File: src/rtl/mandel_view_loader.sv
// rtl/mandel_view_loader.sv - viewport shadow/active register loader with frame-boundary commit
module mandel_view_loader #(
    parameter int          BITS        = 16,
    parameter int          SYNC_STAGES = 2,
    parameter logic [15:0] DEF_X_LEFT  = 16'hA800,
    parameter logic [15:0] DEF_Y_TOP   = 16'h3400,
    parameter logic [15:0] DEF_X_INC   = 16'h010E,
    parameter logic [15:0] DEF_Y_INC   = 16'h0033
) (
    input  logic            clk,
    input  logic            rst_n,
    input  logic [7:0]      pin_data,
    input  logic [2:0]      pin_addr,
    input  logic            pin_strobe,
    input  logic            pin_commit,
    input  logic            frame_start,
    output logic [BITS-1:0] x_left,
    output logic [BITS-1:0] y_top,
    output logic [BITS-1:0] x_inc,
    output logic [BITS-1:0] y_inc,
    output logic            pending,
    output logic            applied
);

    localparam logic [4*BITS-1:0] DEF_ALL = {DEF_Y_INC, DEF_X_INC, DEF_Y_TOP, DEF_X_LEFT};

    typedef enum logic {
        IDLE = 1'b0,
        PEND = 1'b1
    } state_t;

    state_t state, next_state;

    logic [SYNC_STAGES-1:0] strobe_sync;
    logic [SYNC_STAGES-1:0] commit_sync;
    logic                   strobe_hist;
    logic                   commit_hist;
    logic                   strobe_edge;
    logic                   commit_edge;
    logic                   do_apply;
    logic [4*BITS-1:0]      shadow;
    logic [4*BITS-1:0]      active;

    // Synchronisers and edge history reset high so a pin held high through
    // reset release never looks like a fresh rising edge.
    always_ff @(posedge clk) begin
        if (!rst_n) begin
            strobe_sync <= '1;
            commit_sync <= '1;
            strobe_hist <= 1'b1;
            commit_hist <= 1'b1;
        end else begin
            strobe_sync <= {strobe_sync[SYNC_STAGES-2:0], pin_strobe};
            commit_sync <= {commit_sync[SYNC_STAGES-2:0], pin_commit};
            strobe_hist <= strobe_sync[SYNC_STAGES-1];
            commit_hist <= commit_sync[SYNC_STAGES-1];
        end
    end

    assign strobe_edge = strobe_sync[SYNC_STAGES-1] & ~strobe_hist;
    assign commit_edge = commit_sync[SYNC_STAGES-1] & ~commit_hist;

    // Copy and byte write share an edge; nonblocking semantics make the copy
    // see the pre-write shadow.
    always_ff @(posedge clk) begin
        if (!rst_n) begin
            shadow <= DEF_ALL;
        end else if (strobe_edge) begin
            shadow[{pin_addr, 3'b000} +: 8] <= pin_data;
        end
    end

    always_ff @(posedge clk) begin
        if (!rst_n) begin
            active  <= DEF_ALL;
            applied <= 1'b0;
            state   <= IDLE;
        end else begin
            applied <= do_apply;
            state   <= next_state;
            if (do_apply) begin
                active <= shadow;
            end
        end
    end

    always_comb begin
        next_state = state;
        do_apply   = 1'b0;
        case (state)
            IDLE: begin
                if (commit_edge) begin
                    next_state = PEND;
                end
            end
            PEND: begin
                if (frame_start) begin
                    do_apply   = 1'b1;
                    next_state = IDLE;
                end
            end
            default: next_state = IDLE;
        endcase
    end

    assign pending = (state == PEND);
    assign x_left  = active[BITS-1:0];
    assign y_top   = active[2*BITS-1:BITS];
    assign x_inc   = active[3*BITS-1:2*BITS];
    assign y_inc   = active[4*BITS-1:3*BITS];

endmodule

File: config.mk
export PLATFORM = sky130hd
export DESIGN_NAME = mandel_view_loader
export DESIGN_NICKNAME = d
export VERILOG_FILES = /design/src/rtl/mandel_view_loader.sv
export SDC_FILE = /design/constraint.sdc
export NUM_CORES = 1
export LEC_CHECK = 0
export CORE_AREA = 5 5 93 112
export CTS_BUF_LIST = sky130_fd_sc_hd__clkbuf_4
export CTS_CLUSTER_SIZE = 25
export DETAILED_ROUTE_END_ITERATION = 8
export DIE_AREA = 0 0 98 117
export PLACE_DENSITY = 0.79
export SYNTH_ARGS = -nofsm -noshare
export SYNTH_HDL_FRONTEND = slang
export SYNTH_SLANG_ARGS = --single-unit
File: constraint.sdc
create_clock -name clk -period 3.35 [get_ports clk]
set_input_delay 0.8375 -clock clk [delete_from_list [all_inputs] [get_ports clk]]
set_output_delay 0.8375 -clock clk [all_outputs]
set_load 0.01 [all_outputs]
==> flow_summary.json, run 1 <==
{
  "cp.required_ps": 3820,
  "tightest_slew_ps": 857,
  "slowest_stage": "clkdlybuf4s50_1",
  "drive_gt1_share_pct": 9.68,
  "max_slew_margin_pct": 42.7,
  "num-fill-cells": 738,
  "port_buffers": 81,
  "placed_area_mm2": 0.00580,
  "synth_most_common_cell": "dfxtp_1",
  "drtIter0Drc": 349,
  "finalNetCount": 574,
  "path_delay_family": "buffers and inverters",
  "p_int_mw": 2.13,
  "hold_path_class": "reg2reg",
  "postCtsSetupRepairBufs": 0,
  "crit_buf_inv": 3,
  "syn_nets": 500,
  "cap_violations": 0,
  "crit_chain": "clkdlybuf4s50_1 -> inv_1 -> ha_1 -> ha_1 -> buf_4 -> nor2b_1 -> a31oi_1 -> o21ai_0",
  "clock_sinks": 136,
  "synth_edf_count": 0,
  "combPwrFrac_pct": 6.0,
  "async_flop_share_pct": 0,
  "dr.pass1.iters": 5,
  "power_leakage_nw": 2.15,
  "cts_max_level": 4,
  "cts_resized": 0,
  "synth_cell_types": 35,
  "postSynthAreaPerCell_um2": 10.0,
  "synth_commonest_cells": "136 x dfxtp_1, 50 x a22o_1, 49 x a21oi_1",
  "vdd_drop_max_mv": 0.229,
  "synthTopCellsByArea": "dfxtp_1 56%, a22o_1 9.1%, a21oi_1 5.1%",
  "power_mw": 2.80,
  "wire_per_inst_um": 16.8,
  "power_density_mw_per_mm2": 462,
  "ctsRootBufferMaster": "clkbuf_4",
  "antenna_left": 0,
  "finClkSkew_ps": 14.1,
  "grt_use_total_pct": 20.6,
  "worstSetupStartpointType": "primary input",
  "die_width_um": 98,
  "min_period_ps": 2680,
  "critPathMostFrequentCell": "ha_1",
  "rsz0062_at_grt": "false",
  "cts_tree": "yes",
  "status": "completed",
  "multi_input_area_mm2": 0.00189,
  "areaGrowthSynthToFinish_pct": 25.4,
  "critPathKind": "in2reg",
  "end_kind": "flop",
  "period_share_pct": 80.0,
  "clk_latency_ps": 540,
  "routed_via_density": 5.83,
  "clkPwrFrac_pct": 35.9,
  "die_area_mm2": 0.0115,
  "clk_pin_slew_ps": 110,
  "die_y_um": 117,
  "yosysWarnings": 0,
  "yosys.area.top_type": "dfxtp_1",
  "ys_seq_area_share_pct": 56.3,
  "met2_wirelength_um": 5670,
  "final_cell_area_mm2": 0.00606,
  "slew_viol_final": 0,
  "met1_length_um": 5060,
  "synth_seq_cells": 136,
  "synthFlopType": "dfxtp_1",
  "hold_viol": 0,
  "pwr-share-seq_pct": 58.1,
  "netSwitchingFraction_pct": 24.0,
  "pin_count": 82,
  "wl_met3_um": 726,
  "hold_slack_ps": 420,
  "grt_pass1_wl_um": 18700,
  "cts_buffers": 17,
  "core_area_mm2": 0.00932,
  "routed_wl_um": 11600,
  "antenna_cells": 0,
  "synth_top_area_share_pct": 56.3,
  "grt_pass1_vias": 3688,
  "vias": 4028,
  "seq_area_mm2": 0.00272,
  "arrival_ps": 3150,
  "grt_antenna_before_repair": 0,
  "netlist_instances": 481,
  "gp_congestion": 0.850,
  "cpPeakStageDelay_ps": 540,
  "max_freq_mhz": 373,
  "synth.cell_area_mm2": 0.00483,
  "num_rows": 39,
  "cp_max_fo": 9,
  "initial_core_util_pct": 51.8,
  "gr-total-overflow": 0,
  "finalSetupTns_ps": 0,
  "grt_max_degree": 48,
  "top_layer_used": "met4",
  "ctsHoldBuffers": 0,
  "setup_viol": 0,
  "dp_hpwl_um": 7940,
  "drc": 0,
  "cts_buffer_depth": 2,
  "switching_power_mw": 0.673
}
## final cells by class
class	count	share of cell area, %
clock inverters	12	1.80
flip-flops and latches	136	44.9
multi-input cells	287	31.1
clock buffers	20	2.48
repair buffers	103	16.5
well taps	123	2.54
inverters	10	0.619
## registers in the layout (all words and copies together), names as in the netlist
name         count
active          64
strobe_hist      1
shadow          64
strobe_sync      2
pending          1
commit_sync      2
applied          1
commit_hist      1
## cells by family after synthesis
| family | synth area share (%) |
|---|---|
| muxes | 0.621 |
| and+or+nand+nor | 11.9 |
| adders and majority gates | 0.777 |
| AOI/OAI and AO/OA | 25.4 |
| buffers and inverters | 4.97 |
| DFF | 56.3 |
## power by group through the flow
stage	registers, mW	logic, mW	clock network (mW)
after global routing	1.63	0.180	1.08
after detailed placement	1.66	0.164	0
after floorplan	1.66	0.0923	0
after CTS	1.63	0.164	1.02
final	1.63	0.167	1.01
after global placement	1.66	0.160	0
## per-layer routing
layer | vias up | track usage [%]
met3 | 15 | 6.70
met5 | - | 0
met2 | 144 | 33.4
met4 | 0 | 7.85
met1 | 1919 | 25.7
li1 | 1950 | -
## stage by stage
step | worst slack (ps) | util [%] | instances
floorplan | 573 | - | 481
global placement | 257 | 62.3 | 659
detailed placement | 151 | 62.3 | 659
CTS | 735 | 65.0 | 691
global route | 566 | 65.0 | 691
finish | 671 | 65.0 | 691
## final timing paths
check / cells past startpoint / startpoint / slack [ps] / to
max reg2reg: 3 / strobe_sync[1] / 1580 / shadow[33]
min reg2reg: 1 / strobe_sync[0] / 420 / strobe_sync[1]
max: 8 / pin_addr[1] / 670 / shadow[33]
min: 1 / strobe_sync[0] / 420 / strobe_sync[1]
## layout by cell type (no fill, tap or decap), types with 2 or more instances in the layout
master / instances
clkbuf_4: 20
o21ai_0: 43
mux2i_1: 3
inv_1: 9
clkinvlp_4: 2
o211ai_1: 4
o311ai_0: 6
a2bb2oi_1: 4
nand4_1: 13
dfxtp_1: 136
buf_4: 20
nor4_1: 4
nand3_1: 29
nor2b_1: 3
o22a_1: 10
buf_12: 2
or4_1: 8
a21oi_1: 48
nand2_1: 16
bufinv_16: 2
nor2_1: 3
or3_1: 5
nand2b_1: 8
o31ai_1: 13
clkinv_1: 5
a31oi_1: 3
clkinv_2: 3
clkdlybuf4s50_1: 81
ha_1: 3
nand4bb_1: 2
a22o_1: 50
Power figures use the tool's default switching activity.
==> run 2: changes to the inputs <==
clock period = 2.75 ns   (was 3.35 ns; I/O delays follow)
==> run 2 against run 1 <==
  * Combinational power up 38%
  * Critical endpoint is now shadow[59]
  * Worst setup slack got worse by 310 ps
  * Total power is 26% higher
  * Cell area rose by 3.2%
  * First-iteration DRC count decreased by 21%
  * Cell count grew 3.5%
  * Core utilization is 2.1 points higher
  * Clock skew barely moved
  * Global-route usage increased by 0.96 points
  * Critical path depth did not move
  * Flip-flop and latch count did not move
  * Count of clock-buffer cells in the layout decreased by 3
  * Critical path type unchanged
==> flow_summary.json, run 2 (synthesis results as in run 1) <==
{
  "status": "completed",
  "p_int_mw": 2.68,
  "hold_viol": 0,
  "final_core_util_pct": 67.1,
  "gr-total-overflow": 0,
  "rr_endpoint": "shadow[59]",
  "worstSetupStartpointType": "primary input",
  "min_period_ps": 2390,
  "drc": 0,
  "wire_per_inst_um": 17.3,
  "netSwitchingFraction_pct": 24.2,
  "critPathKind": "in2reg",
  "max_freq_mhz": 418,
  "hold_path_class": "reg2reg",
  "grt_pass1_wl_um": 19500,
  "holdPathStages": 1,
  "pwr-share-seq_pct": 56.1,
  "setup_viol": 0,
  "num_rows": 39,
  "antenna_left": 0,
  "clock_sinks": 136,
  "cpPeakStageDelay_ps": 640,
  "antenna_cells": 0,
  "slew_viol_final": 0,
  "grt_antenna_before_repair": 0,
  "final_common_cell": "dfxtp_1",
  "die_area_mm2": 0.0115,
  "max_slew_margin_pct": 36.7,
  "worstReg2RegStart": "strobe_sync[1]",
  "die_y_um": 117,
  "final_cell_area_mm2": 0.00626,
  "reg2reg_slack_ps": 1040,
  "period_share_pct": 87.0,
  "clkPwrFrac_pct": 37.3,
  "finClkSkew_ps": 13.9,
  "pin_count": 82,
  "cts_resized": 0,
  "grt_max_degree": 48,
  "dr.pass1.iters": 5,
  "ctsHoldBuffers": 0,
  "cp.required_ps": 3160,
  "cap_violations": 0,
  "port_buffers": 81,
  "critPathMostFrequentCell": "ha_1",
  "power_leakage_nw": 2.27,
  "drtIter0Drc": 276,
  "grt_use_total_pct": 21.5,
  "crit_buf_inv": 3,
  "power_density_mw_per_mm2": 564,
  "gp_congestion": 0.918,
  "final_cell_mix": "136 x dfxtp_1, 81 x clkdlybuf4s50_1, 50 x a22o_1",
  "cts_tree": "yes",
  "dp_hpwl_um": 8620,
  "vdd_drop_max_mv": 0.306,
  "clk_latency_ps": 540,
  "num-fill-cells": 736,
  "arrival_ps": 2800,
  "cts_buffer_depth": 2,
  "cts_max_level": 4,
  "finalSetupTns_ps": 0,
  "worst-path-stages": 8,
  "switching_power_mw": 0.853,
  "path_delay_family": "buffers and inverters",
  "slowest_stage": "or4b_4",
  "finalNetCount": 598,
  "cp-startpoint": "pin_addr[1]",
  "vias": 4226,
  "end_kind": "flop",
  "core_area_mm2": 0.00932,
  "areaGrowthSynthToFinish_pct": 29.5,
  "combPwrFrac_pct": 6.5,
  "tightest_slew_ps": 946,
  "reg_top3": "active (64), shadow (64)",
  "grt_pass1_vias": 4081,
  "die_width_um": 98,
  "endpoint": "shadow[59]",
  "postCtsSetupRepairBufs": 0,
  "crit_chain": "clkdlybuf4s50_1 -> inv_1 -> ha_1 -> ha_1 -> or4b_4 -> buf_4 -> o21ai_0 -> a21oi_1",
  "placed_area_mm2": 0.00597,
  "clk_pin_slew_ps": 120,
  "initial_core_util_pct": 51.8,
  "routed_via_density": 5.91,
  "drive_gt1_share_pct": 13.7,
  "rsz0062_at_grt": "false",
  "rr_worst_depth": 4,
  "cp_max_fo": 24,
  "cts_buffers": 17,
  "ctsRootBufferMaster": "clkbuf_4",
  "routed_wl_um": 12300
}
## run 2: routing by layer
metal  vias up  GRT usage [%]  part of all wire [%]
li1       2000              -                     -
met1      1994           24.6                    41
met2       190           35.4                    48
met3        42           6.34                   6.7
met4         0           13.9                   4.6
met5         -              0                     0
## run 2: layout make-up
| cell class | instances | area (um^2) | area share (%) |
|---|---|---|---|
| well taps | 123 | 154 | 2.46 |
| multi-input cells | 287 | 1890 | 30.2 |
| clock inverters | 15 | 159 | 2.54 |
| inverters | 10 | 37.5 | 0.600 |
| repair buffers | 127 | 1170 | 18.7 |
| clock buffers | 17 | 128 | 2.04 |
| flip-flops and latches | 136 | 2720 | 43.5 |
## run 2: worst reg2reg max path, stage by stage, from the launching register on
cell and delay, ps:
dfxtp_1 440, or4b_4 640, buf_4 220, o21ai_0 190, a21oi_1 90
## run 2: worst min path at each step
| stage | startpoint | endpoint | slack (ps) |
|---|---|---|---|
| 3_5_place_dp | strobe_sync[0] | strobe_sync[1] | 390 |
| 5_1_grt | strobe_sync[0] | strobe_sync[1] | 440 |
| 2_1_floorplan | commit_sync[0] | commit_sync[1] | 390 |
| 4_1_cts | strobe_sync[0] | strobe_sync[1] | 420 |
| 3_3_place_gp | commit_sync[0] | commit_sync[1] | 390 |
| 6_report | strobe_sync[0] | strobe_sync[1] | 410 |
## run 2: per-stage QoR
step	hold WS, ps	cells	worst slack (ps)	total power [mW]
2_1_floorplan	386	481	123	2.14
6_report	411	715	356	3.53
3_3_place_gp	394	683	-112	2.25
3_5_place_dp	395	683	-168	2.25
4_1_cts	418	715	409	3.56
5_1_grt	436	715	309	3.66
## run 2: power by group through the flow
stage	Clock [mW]	Sequential, mW	Combinational [mW]
2_1_floorplan	0	2.02	0.112
3_3_place_gp	0	2.03	0.219
3_5_place_dp	0	2.03	0.224
4_1_cts	1.35	1.98	0.226
5_1_grt	1.43	1.98	0.247
6_report	1.32	1.98	0.231
